--- config.mk ---
export PLATFORM = sky130hd
export DESIGN_NAME = counter_b4_seq
export DESIGN_NICKNAME = d
export VERILOG_FILES = /design/src/rtl/counter_b4_pkg.sv /design/src/rtl/counter_b4_cmd_fifo.sv /design/src/rtl/counter_b4_seq.sv
export SDC_FILE = /design/constraint.sdc
export NUM_CORES = 1
export LEC_CHECK = 0
export CAP_MARGIN = 20
export CORE_ASPECT_RATIO = 2
export CORE_MARGIN = 5
export CORE_UTILIZATION = 51
export CTS_CLUSTER_DIAMETER = 60
export DETAILED_ROUTE_END_ITERATION = 8
export GPL_TIMING_DRIVEN = 0
export PLACE_DENSITY = 0.77
export SETUP_SLACK_MARGIN = 0.5
export SYNTH_ARGS = -nofsm -noshare
export SYNTH_HDL_FRONTEND = slang
export SYNTH_SLANG_ARGS = --single-unit
--- constraint.sdc ---
create_clock -name b4_clk -period 5.65 [get_ports b4_clk]
set_clock_uncertainty 0.05 [all_clocks]
set_input_delay 0.565 -clock b4_clk [delete_from_list [all_inputs] [get_ports b4_clk]]
set_output_delay 0.565 -clock b4_clk [all_outputs]
set_load 0.01 [all_outputs]
--- src/rtl/counter_b4_pkg.sv ---
// Shared constants, state encoding and helpers for the counter_b4 sequencer.
// Mode codes match the 4-bit mode counter it drives.
package counter_b4_pkg;

    localparam int DEF_FIFO_DEPTH = 4;
    localparam int DEF_LEN_W      = 4;
    localparam int CMD_W          = 2 + 4 + DEF_LEN_W;

    localparam logic [1:0] MODE_UP  = 2'b00;
    localparam logic [1:0] MODE_DN  = 2'b01;
    localparam logic [1:0] MODE_DN3 = 2'b10;
    localparam logic [1:0] MODE_LD  = 2'b11;

    typedef enum logic {
        ST_IDLE = 1'b0,
        ST_RUN  = 1'b1
    } state_e;

    function automatic logic [7:0] sat_inc8(input logic [7:0] a, input logic b);
        return (b && (a != 8'hFF)) ? a + 8'd1 : a;
    endfunction

endpackage

--- src/rtl/counter_b4_cmd_fifo.sv ---
// Synchronous command FIFO with wrap-bit pointers and a flush input.
// Head is combinational from storage; storage itself is not reset.
module counter_b4_cmd_fifo #(
    parameter int DEPTH = 4,
    parameter int WIDTH = 10
) (
    input  logic             clk_i,
    input  logic             rst_ni,
    input  logic             push_i,
    input  logic             pop_i,
    input  logic             flush_i,
    input  logic [WIDTH-1:0] data_i,
    output logic             full_o,
    output logic             empty_o,
    output logic [WIDTH-1:0] head_o
);

    localparam int AW = $clog2(DEPTH);

    logic [AW:0]      wr_q, wr_d;
    logic [AW:0]      rd_q, rd_d;
    logic [WIDTH-1:0] mem_q [DEPTH];

    always_comb begin
        wr_d = wr_q;
        rd_d = rd_q;
        if (flush_i) begin
            wr_d = '0;
            rd_d = '0;
        end else begin
            if (push_i) wr_d = wr_q + 1'b1;
            if (pop_i)  rd_d = rd_q + 1'b1;
        end
    end

    always_ff @(posedge clk_i or negedge rst_ni) begin
        if (!rst_ni) begin
            wr_q <= '0;
            rd_q <= '0;
        end else begin
            wr_q <= wr_d;
            rd_q <= rd_d;
        end
    end

    always_ff @(posedge clk_i) begin
        if (push_i && !flush_i) mem_q[wr_q[AW-1:0]] <= data_i;
    end

    assign empty_o = (wr_q == rd_q);
    assign full_o  = (wr_q[AW] != rd_q[AW]) && (wr_q[AW-1:0] == rd_q[AW-1:0]);
    assign head_o  = mem_q[rd_q[AW-1:0]];

endmodule

--- src/rtl/counter_b4_seq.sv ---
// Command sequencer feeding the 4-bit mode counter: queues {mode,data,len}
// and plays each for len+1 cycles back to back, counting RCO cycles.
module counter_b4_seq
    import counter_b4_pkg::*;
#(
    parameter int FIFO_DEPTH = DEF_FIFO_DEPTH,
    parameter int LEN_W      = DEF_LEN_W
) (
    input  logic             b4_clk,
    input  logic             b4_reset_n,
    input  logic             cmd_valid,
    output logic             cmd_ready,
    input  logic [1:0]       cmd_mode,
    input  logic [3:0]       cmd_data,
    input  logic [LEN_W-1:0] cmd_len,
    input  logic             abort,
    output logic             b4_enable,
    output logic [1:0]       b4_mode,
    output logic [3:0]       b4_D,
    input  logic             b4_rco,
    output logic             busy,
    output logic             done,
    output logic [7:0]       done_rco
);

    localparam int CW = 2 + 4 + LEN_W;
    localparam logic [LEN_W-1:0] LEN_ONE = {{(LEN_W-1){1'b0}}, 1'b1};

    state_e           state_q, state_d;
    logic [LEN_W-1:0] len_q, len_d;
    logic [7:0]       rco_acc_q, rco_acc_d;
    logic             en_q, en_d;
    logic [1:0]       mode_q, mode_d;
    logic [3:0]       data_q, data_d;
    logic             done_q, done_d;
    logic [7:0]       drco_q, drco_d;

    logic             full, empty, push, pop;
    logic [CW-1:0]    head;
    logic [1:0]       h_mode;
    logic [3:0]       h_data;
    logic [LEN_W-1:0] h_len;
    logic [7:0]       rco_inc;

    // Pushes are dropped during abort; the flush wins over everything else.
    assign push = cmd_valid && !full && !abort;

    counter_b4_cmd_fifo #(
        .DEPTH (FIFO_DEPTH),
        .WIDTH (CW)
    ) u_fifo (
        .clk_i   (b4_clk),
        .rst_ni  (b4_reset_n),
        .push_i  (push),
        .pop_i   (pop),
        .flush_i (abort),
        .data_i  ({cmd_mode, cmd_data, cmd_len}),
        .full_o  (full),
        .empty_o (empty),
        .head_o  (head)
    );

    assign h_mode  = head[CW-1 -: 2];
    assign h_data  = head[LEN_W +: 4];
    assign h_len   = head[LEN_W-1:0];
    assign rco_inc = sat_inc8(rco_acc_q, b4_rco);

    always_comb begin
        state_d   = state_q;
        len_d     = len_q;
        rco_acc_d = rco_acc_q;
        en_d      = en_q;
        mode_d    = mode_q;
        data_d    = data_q;
        done_d    = 1'b0;
        drco_d    = drco_q;
        pop       = 1'b0;

        if (abort) begin
            state_d = ST_IDLE;
            en_d    = 1'b0;
        end else begin
            unique case (state_q)
                ST_IDLE: begin
                    if (!empty) pop = 1'b1;
                end
                ST_RUN: begin
                    rco_acc_d = rco_inc;
                    if (len_q == '0) begin
                        done_d = 1'b1;
                        drco_d = rco_inc;
                        if (!empty) begin
                            pop = 1'b1;
                        end else begin
                            state_d = ST_IDLE;
                            en_d    = 1'b0;
                        end
                    end else begin
                        len_d = len_q - LEN_ONE;
                    end
                end
                default: state_d = ST_IDLE;
            endcase
        end

        // A pop starts the head command on this edge, with no gap cycle.
        if (pop) begin
            state_d   = ST_RUN;
            en_d      = 1'b1;
            mode_d    = h_mode;
            data_d    = h_data;
            len_d     = (h_mode == MODE_LD) ? '0 : h_len;
            rco_acc_d = '0;
        end
    end

    always_ff @(posedge b4_clk or negedge b4_reset_n) begin
        if (!b4_reset_n) begin
            state_q   <= ST_IDLE;
            len_q     <= '0;
            rco_acc_q <= '0;
            en_q      <= 1'b0;
            mode_q    <= MODE_UP;
            data_q    <= '0;
            done_q    <= 1'b0;
            drco_q    <= '0;
        end else begin
            state_q   <= state_d;
            len_q     <= len_d;
            rco_acc_q <= rco_acc_d;
            en_q      <= en_d;
            mode_q    <= mode_d;
            data_q    <= data_d;
            done_q    <= done_d;
            drco_q    <= drco_d;
        end
    end

    assign cmd_ready = !full;
    assign b4_enable = en_q;
    assign b4_mode   = mode_q;
    assign b4_D      = data_q;
    assign busy      = (state_q == ST_RUN);
    assign done      = done_q;
    assign done_rco  = drco_q;

endmodule

==> impl_metrics.env, run 1 <==
export IMPL_die_area_mm2=0.00853
export IMPL_antenna_found_initial=0
export IMPL_wl_met3_um=259
export IMPL_cts_tree="built"
export IMPL_highest_layer="met4"
export IMPL_hold_class="input pin to async pin"
export IMPL_die_height_um=126
export IMPL_arrival_ns=1.89
export IMPL_period_share_pct=44.4
export IMPL_finalNetCount=312
export IMPL_fin_crit_ns=2.51
export IMPL_die_w_um=67.9
export IMPL_path_max_fanout=5
export IMPL_clockRootBuffer="clkbuf_16"
export IMPL_syn_cell_area_mm2=0.00341
export IMPL_synth_top_area_share_pct=35.2
export IMPL_grt_max_degree=36
export IMPL_utilization_pct=63.4
export IMPL_critPathKind="register to output port"
export IMPL_tns_ns=0
export IMPL_numCtsBuffers=9
export IMPL_drt_met1_wl_mm=2.38
export IMPL_slew_headroom_pct=46.4
export IMPL_worst_pin_slew_ns=0.804
export IMPL_end_kind="output port"
export IMPL_port_buffers=31
export IMPL_firstDrtPassIters=5
export IMPL_powerDensity_mw_per_mm2=475
export IMPL_irDropWorstVdd_mv=0.301
export IMPL_syn_avg_cell_area_um2=13.8
export IMPL_cts_buffer_depth=2
export IMPL_via_count=2232
export IMPL_synthCells=247
export IMPL_htree_levels=3
export IMPL_pre_cts_ws_ns=3.29
export IMPL_synth_ff_type="edfxtp_1"
export IMPL_ys_seq_elements=75
export IMPL_path_clk_slew_ns=0.06
export IMPL_rows=42
export IMPL_cp_data_required_time_ns=5.04
export IMPL_outcome="complete, no violations"
export IMPL_slew_violations=0
export IMPL_max_freq_mhz=399
export IMPL_grt_usage_pct=18.0
export IMPL_clkLatencyLatePin_ns=0.33
export IMPL_grt_pass1_wl_mm=11.1
export IMPL_coreArea_mm2=0.00657
export IMPL_fin_ws_ns=3.14
export IMPL_drt_total_wl_mm=6.74
export IMPL_area_growth_pct=21.9
export IMPL_met2_length_mm=3.77
export IMPL_initial_utilization_pct=52.0
export IMPL_gp_congestion=0.847
export IMPL_cts_sinks=75
export IMPL_io_pins=33
export IMPL_drive_above_1_share_pct=15.3
export IMPL_synth_distinct_cells=53
export IMPL_antenna_cells=0
export IMPL_via_per_inst=5.84
export IMPL_fillCellCount=500
export IMPL_post_route_drc_count=0
export IMPL_postCtsSetupBuffers=0
export IMPL_cts_resized=0
export IMPL_finalHoldViolCount=0
export IMPL_yosysSeqAreaShare_pct=60.8
export IMPL_hold_buffers=0
export IMPL_startpoint_type="register"
export IMPL_grt_pass1_vias=2324
export IMPL_finalSetupViolations=0
export IMPL_power_total_mw=1.98
export IMPL_synthesis_nets=270
export IMPL_overflow=0
export IMPL_rsz0062_at_grt="no"
export IMPL_drt_wirelength_per_cell_um=17.7
export IMPL_detail_route_antenna_nets=0
export IMPL_drt_initial_drc_count=150
export IMPL_yosysWarnings=0
export IMPL_synth_edf_count=40
export IMPL_cap_viol_max_count=0
export IMPL_hpwl_mm=4.88
export IMPL_synth_top_area_cell="edfxtp_1"
export IMPL_leakage_nw=1.55
export IMPL_netlist_top_cells_area="edfxtp_1 (35%), dfrtp_1 (26%), mux4_2 (6.6%)"
export IMPL_async_flop_share_pct=46.7
## power breakdown
part / leakage, nW / switching, mW / internal, mW
sequential: 0.812 / 0.0752 / 0.677
clock: 0.160 / 0.225 / 0.403
combinational: 0.575 / 0.294 / 0.303
## worst max-delay path, cell delays in order, from the launching register on
cell,delay [ns]
dfrtp_1,0.46
xnor2_1,0.45
nand3_1,0.15
clkdlybuf4s50_1,0.51
## layer usage
metal / vias to the layer above / GRT usage (%)
met1: 1100 / 17.3
met3: 26 / 4.37
met4: 0 / 13.0
met5: - / 0
li1: 1040 / -
met2: 66 / 31.3
## sequential cells by signal, indices dropped and copies added (netlist names)
signal,count
u_fifo.wr_q,3
done,1
done_rco,8
b4_enable,1
b4_mode,2
b4_D,4
u_fifo.rd_q,3
u_fifo.mem_q,40
busy,1
len_q,4
rco_acc_q,8
## Yosys cell counts (4+ instances only)
| library cell | number |
|---|---|
| nand2_1 | 9 |
| nand3_1 | 6 |
| mux2_2 | 7 |
| mux4_2 | 10 |
| edfxtp_1 | 40 |
| a21oi_1 | 12 |
| nor2_1 | 14 |
| a31oi_1 | 9 |
| inv_1 | 14 |
| xor2_1 | 4 |
| and2_1 | 4 |
| ha_1 | 8 |
| xnor2_1 | 9 |
| or3_1 | 4 |
| dfrtp_1 | 35 |
| nand4_1 | 6 |
## layout by cell type, fill, tap and decap left out, types with 6 or more instances in the layout
cell type	netlist	layout
edfxtp_1	40	40
dfrtp_1	35	35
clkdlybuf4s50_1	0	30
inv_1	14	14
nor2_1	14	14
a21oi_1	12	12
mux4_2	10	10
xnor2_1	9	9
nand2_1	9	9
a31oi_1	9	9
clkbuf_16	0	9
ha_1	8	8
mux2_2	7	7
nand3_1	6	6
nand4_1	6	6
## logic make-up after synthesis
kind of cell | after synthesis | share of synthesized area, %
DFF | 75 | 60.8
and+or+nand+nor | 57 | 8.94
AOI/OAI and AO/OA | 51 | 11.1
buffers and inverters | 23 | 3.04
muxes | 20 | 9.78
xor gates and xnor gates | 13 | 3.33
adders and majority gates | 8 | 2.93
## area by class of cell
| type | instances | area, um^2 | area share (%) |
|---|---|---|---|
| well taps | 88 | 110 | 2.65 |
| multi-input cells | 149 | 1230 | 29.6 |
| clock inverters | 6 | 93.8 | 2.25 |
| flip-flops and latches | 75 | 2080 | 49.9 |
| clock buffers | 10 | 239 | 5.74 |
| repair buffers | 31 | 305 | 7.33 |
| plain buffers | 9 | 51.3 | 1.23 |
| inverters | 14 | 52.6 | 1.26 |
## final timing paths
| kind | startpoint | to | slack [ns] | depth (start not counted) |
|---|---|---|---|---|
| max | u_fifo.rd_q[0]$_DFFE_PN0P_ | cmd_ready | 3.14 | 3 |
| min | b4_reset_n | u_fifo.wr_q[1]$_DFFE_PN0P_ | 0.27 | 1 |
| max reg2reg | u_fifo.rd_q[2]$_DFFE_PN0P_ | u_fifo.mem_q[0][6]$_DFFE_PP_ | 3.36 | 4 |
| min reg2reg | b4_D[2]$_DFFE_PN0N_ | b4_D[2]$_DFFE_PN0N_ | 0.46 | 1 |
| max in group asynchronous | b4_reset_n | b4_D[1]$_DFFE_PN0N_ | 4.77 | 1 |
| min in group b4_clk | b4_D[2]$_DFFE_PN0N_ | b4_D[2]$_DFFE_PN0N_ | 0.46 | 1 |
## metrics by stage
step / hold WS, ns / cells / instance area [um^2]
finish: 0.272 / 382 / 4160
CTS: 0.297 / 382 / 4160
global placement: 0.443 / 366 / 3830
detailed placement: 0.446 / 366 / 3830
global route: 0.354 / 382 / 4160
floorplan: 0.219 / 247 / 3410
Power figures use the tool's default switching activity.
==> run 2: changes to the inputs <==
==> constraint.sdc (replaced) <==
create_clock -name b4_clk -period 2.5 [get_ports b4_clk]
set_clock_uncertainty 0.05 [all_clocks]
set_input_delay 0.25 -clock b4_clk [delete_from_list [all_inputs] [get_ports b4_clk]]
set_output_delay 0.25 -clock b4_clk [all_outputs]
set_load 0.01 [all_outputs]
==> impl_metrics.env, run 2 (synthesis results as in run 1) <==
export IMPL_io_pins=33
export IMPL_finalHoldViolCount=0
export IMPL_firstDrtPassIters=4
export IMPL_drt_wirelength_per_cell_um=18.4
export IMPL_cp_slowest_cell="dfrtp_1"
export IMPL_final_common_cell="edfxtp_1"
export IMPL_antenna_cells=0
export IMPL_cp_data_required_time_ns=2.67
export IMPL_dpl_instance_area_mm2=0.00383
export IMPL_largest_reg_flops=40
export IMPL_critPathBufInv=2
export IMPL_finalSetupViolations=0
export IMPL_clkLatencyLatePin_ns=0.34
export IMPL_post_route_drc_count=0
export IMPL_hold_class="input pin to register"
export IMPL_rows=42
export IMPL_arrival_ns=2.19
export IMPL_initial_utilization_pct=52.0
export IMPL_startpoint_type="register"
export IMPL_antenna_found_initial=0
export IMPL_drt_initial_drc_count=174
export IMPL_grt_pass1_vias=2429
export IMPL_htree_levels=3
export IMPL_overflow=0
export IMPL_powerDensity_mw_per_mm2=1080
export IMPL_final_cell_mix="edfxtp_1 (40), dfrtp_1 (30), clkdlybuf4s50_1 (30)"
export IMPL_hpwl_mm=4.88
export IMPL_grt_max_degree=36
export IMPL_holdWs_ns=0.354
export IMPL_via_per_inst=5.79
export IMPL_cts_tree="built"
export IMPL_fillCellCount=450
export IMPL_port_buffers=31
export IMPL_tns_ns=0
export IMPL_die_area_mm2=0.00853
export IMPL_cp_top_family="simple AND/OR/NAND/NOR gates"
export IMPL_die_w_um=67.9
export IMPL_slew_headroom_pct=45.3
export IMPL_slew_violations=0
export IMPL_grt_pass1_wl_mm=11.7
export IMPL_rsz0062_at_grt="yes"
export IMPL_cap_viol_max_count=0
export IMPL_worst_pin_slew_ns=0.820
export IMPL_area_growth_pct=31.1
export IMPL_detail_route_antenna_nets=0
export IMPL_multiInputGateArea_mm2=0.00142
export IMPL_crit_path_max_incr_delay_ns=0.40
export IMPL_final_design_area_no_fill_mm2=0.00448
export IMPL_coreArea_mm2=0.00657
export IMPL_max_freq_mhz=495
export IMPL_path_max_fanout=5
export IMPL_critPathKind="register to register"
export IMPL_fin_crit_ns=2.02
export IMPL_drive_above_1_share_pct=26.8
export IMPL_end_kind="register"
export IMPL_cts_buffer_depth=2
export IMPL_die_height_um=126
export IMPL_dp_cells=366
export IMPL_stdcell_count=394
export IMPL_cts_sinks=75
export IMPL_finalNetCount=324
export IMPL_period_share_pct=80.7
export IMPL_gp_congestion=0.847
export IMPL_seqCellArea_mm2=0.00208
export IMPL_cp_cell_sequence="inv_2 -> ha_1 -> or3b_4 -> a32o_2 -> nor2_4 -> buf_12 -> mux2_4"
export IMPL_leakage_nw=1.65
export IMPL_clockRootBuffer="clkbuf_16"
export IMPL_drt_total_wl_mm=7.24
export IMPL_via_count=2282
export IMPL_outcome="complete, no violations"
export IMPL_path_clk_slew_ns=0.06
export IMPL_numCtsBuffers=9
export IMPL_grt_usage_pct=18.9
export IMPL_irDropWorstVdd_mv=0.716
==> run 2: area by class of cell <==
type	count	share of cell area [%]
Buffer	9	1.37
Clock inverter	6	2.10
Clock buffer	10	5.34
Timing Repair Buffer	43	9.25
Inverter	14	1.17
Sequential cell	75	46.5
Multi-Input combinational cell	149	31.8
Tap cell	88	2.46
==> run 2: path summary, 6_finish.rpt <==
| path | cells after the start | slack [ns] | from | endpoint |
|---|---|---|---|---|
| min in group asynchronous | 2 | 0.50 | b4_reset_n | u_fifo.wr_q[1]$_DFFE_PN0P_ |
| setup / recovery | 7 | 0.48 | len_q[0]$_DFFE_PN0P_ | b4_D[1]$_DFFE_PN0N_ |
| hold / removal | 2 | 0.35 | abort | busy$_DFF_PN0_ |
| hold reg to reg | 1 | 0.46 | b4_D[2]$_DFFE_PN0N_ | b4_D[2]$_DFFE_PN0N_ |
| max in group asynchronous | 2 | 1.33 | b4_reset_n | u_fifo.rd_q[0]$_DFFE_PN0P_ |
| setup reg to reg | 7 | 0.48 | len_q[0]$_DFFE_PN0P_ | b4_D[1]$_DFFE_PN0N_ |
==> run 2: worst register-to-register path, stage by stage, from the launching register on <==
cell	delay (ns)
dfrtp_1	0.40
inv_2	0.07
ha_1	0.14
or3b_4	0.40
a32o_2	0.27
nor2_4	0.14
buf_12	0.14
mux2_4	0.30
==> run 2: what timing repair did <==
action | CTS | global route
setup buffers | 9 | 2
hold endpoints to repair | 35 | 0
hold buffers | 1 | 0
pin swaps | 6 | 3
setup endpoints to repair | 61 | 61
gates resized for setup | 29 | 17
==> run 2: metrics by stage <==
step,setup WS (ns),power (mW),util [%]
global route,0.446,5.08,68.2
CTS,0.507,4.74,66.8
detailed placement,0.181,3.08,58.3
floorplan,0.579,2.56,-
global placement,0.254,3.03,58.4
finish,0.481,4.84,68.2
==> run 2: where the power goes <==
| group | internal (mW) | switching (mW) |
|---|---|---|
| sequential | 1.53 | 0.210 |
| clock | 0.911 | 0.507 |
| combinational | 0.913 | 0.768 |
==> run 2: metal layers <==
layer	part of all wire, %	track usage (%)	vias up	wire [um]
met4	3.6	12.1	0	261
met5	0	0	-	0
met2	58	34.1	65	4190
met1	35	18.2	1137	2500
met3	4.1	4.10	21	296
li1	-	-	1059	-
==> run 3: changes to the inputs <==
--- a/config.mk
+++ b/config.mk
@@ -12,7 +12,7 @@
 export CTS_CLUSTER_DIAMETER = 60
 export DETAILED_ROUTE_END_ITERATION = 8
 export GPL_TIMING_DRIVEN = 0
-export PLACE_DENSITY = 0.77
+export PLACE_DENSITY = 0.8
 export SETUP_SLACK_MARGIN = 0.5
 export SYNTH_ARGS = -nofsm -noshare
 export SYNTH_HDL_FRONTEND = slang
==> constraint.sdc (replaced) <==
create_clock -name b4_clk -period 1.75 [get_ports b4_clk]
set_clock_uncertainty 0.05 [all_clocks]
set_input_delay 0.175 -clock b4_clk [delete_from_list [all_inputs] [get_ports b4_clk]]
set_output_delay 0.175 -clock b4_clk [all_outputs]
set_load 0.01 [all_outputs]
==> impl_metrics.env, run 3 (synthesis results as in run 1) <==
export IMPL_htree_levels=3
export IMPL_hpwl_mm=4.87
export IMPL_io_pins=33
export IMPL_grt_max_degree=36
export IMPL_finalNetCount=360
export IMPL_reg2reg_from="len_q[1]$_DFFE_PN0P_"
export IMPL_cts_tree="built"
export IMPL_antenna_cells=0
export IMPL_drt_total_wl_mm=9.23
export IMPL_path_max_fanout=4
export IMPL_grt_pass1_vias=2509
export IMPL_hold_class="input pin to async pin"
export IMPL_fin_crit_ns=2.17
export IMPL_cp_data_required_time_ns=1.96
export IMPL_irDropWorstVdd_mv=1.10
export IMPL_dp_cells=366
export IMPL_path_clk_slew_ns=0.06
export IMPL_final_cell_mix="edfxtp_1 (40), dfrtp_1 (29), buf_4 (28)"
export IMPL_detail_route_antenna_nets=0
export IMPL_max_freq_mhz=461
export IMPL_period_share_pct=124
export IMPL_slew_violations=0
export IMPL_fillCellCount=405
export IMPL_cap_viol_max_count=0
export IMPL_cts_buffer_depth=2
export IMPL_violations="negative setup slack"
export IMPL_startpoint_type="register"
export IMPL_critPathKind="register to register"
export IMPL_finalHoldViolCount=0
export IMPL_end_kind="register"
export IMPL_port_buffers=31
export IMPL_finalSetupViolations=72
export IMPL_die_height_um=126
export IMPL_largest_reg_flops=40
export IMPL_leakage_nw=1.89
export IMPL_drt_wirelength_per_cell_um=21.5
export IMPL_r2r_setup_slack_ns=-0.42
export IMPL_grt_pass1_wl_mm=12.3
export IMPL_rsz0062_at_grt="yes"
export IMPL_gp_congestion=0.889
export IMPL_crit_path_start="len_q[1]$_DFFE_PN0P_"
export IMPL_via_count=2568
export IMPL_drt_initial_drc_count=208
export IMPL_clkLatencyLatePin_ns=0.34
export IMPL_fin_ws_ns=-0.418
export IMPL_holdWs_ns=0.323
export IMPL_via_per_inst=5.97
export IMPL_area_growth_pct=44.2
export IMPL_clockRootBuffer="clkbuf_16"
export IMPL_slew_headroom_pct=56.2
export IMPL_drive_above_1_share_pct=40.9
export IMPL_arrival_ns=2.38
export IMPL_antenna_found_initial=0
export IMPL_powerDensity_mw_per_mm2=1470
export IMPL_post_route_drc_count=0
export IMPL_initial_utilization_pct=52.0
export IMPL_stdcell_count=430
export IMPL_utilization_pct=74.9
export IMPL_rows=42
export IMPL_die_area_mm2=0.00853
export IMPL_cts_sinks=75
export IMPL_die_w_um=67.9
export IMPL_numCtsBuffers=9
export IMPL_worst_pin_slew_ns=0.656
export IMPL_outcome="finished, violations left"
export IMPL_final_common_cell="edfxtp_1"
export IMPL_grt_usage_pct=19.9
export IMPL_firstDrtPassIters=6
export IMPL_coreArea_mm2=0.00657
export IMPL_overflow=0
run 3: cell types whose count changed in the layout (fill, tap and decap cells not counted), sizes merged, moves of 3 or more:
| cell | change |
|---|---|
| and2 | +4 |
| buf | +33 |
| clkdlybuf4s15 | +7 |
| clkdlybuf4s50 | -18 |
| clkinv | +3 |
| dlygate4sd2 | +9 |
run 3: final timing paths:
path / depth (start not counted) / to
worst max-delay path: 8 / len_q[0]$_DFFE_PN0P_
worst min-delay path: 2 / len_q[1]$_DFFE_PN0P_
worst max register to register: 8 / len_q[0]$_DFFE_PN0P_
worst min register to register: 1 / b4_D[1]$_DFFE_PN0N_
max in group asynchronous: 2 / u_fifo.wr_q[1]$_DFFE_PN0P_
min in group b4_clk: 1 / u_fifo.mem_q[0][6]$_DFFE_PP_
run 3: cell type report:
cell class	instances	area (um^2)	share of cell area (%)
Clock inverter	6	47.5	0.966
Tap cell	88	110	2.24
Multi-Input combinational cell	153	1610	32.7
Inverter	14	52.6	1.07
Sequential cell	75	2080	42.3
Buffer	9	68.8	1.40
Timing Repair Buffer	75	708	14.4
Clock buffer	10	239	4.86
run 3: timing repair:
item,CTS,global route
hold endpoints to repair,35,0
gates resized for setup,69,38
endpoints found under the setup margin,93,87
hold buffers,1,0
setup buffers,22,20
gates cloned,2,3
pin swaps,13,27
run 3: worst max-delay path, stage by stage, from the launching register on:
cell	delay, ns
dfrtp_1	0.41
inv_2	0.10
ha_4	0.12
or3b_4	0.41
buf_12	0.15
a2111oi_4	0.38
buf_4	0.19
a311oi_2	0.05
a2bb2oi_2	0.22
run 3: per-stage QoR:
step / setup TNS (ns) / cell area (um^2) / setup WS (ns) / total power, mW
final: -12.82 / 4920 / -0.418 / 7.23
after global routing: -15.79 / 4920 / -0.449 / 7.54
after CTS: -7.41 / 4580 / -0.201 / 6.67
after detailed placement: -12.92 / 3920 / -0.344 / 4.46
after global placement: -23.68 / 3930 / -0.518 / 4.40
after floorplan: -1.59 / 3510 / -0.160 / 3.73
run 3: power breakdown:
part	internal, mW	leakage [nW]	switching (mW)
combinational	1.59	0.945	1.41
sequential	2.19	0.803	0.281
clock	1.01	0.139	0.751
total	4.79	1.89	2.44
run 3: layer usage:
metal | part of all wire (%) | track usage [%]
met3 | 4.7 | 3.83
met1 | 34 | 20.4
met5 | 0 | 0
met4 | 5.2 | 13.2
met2 | 56 | 34.9
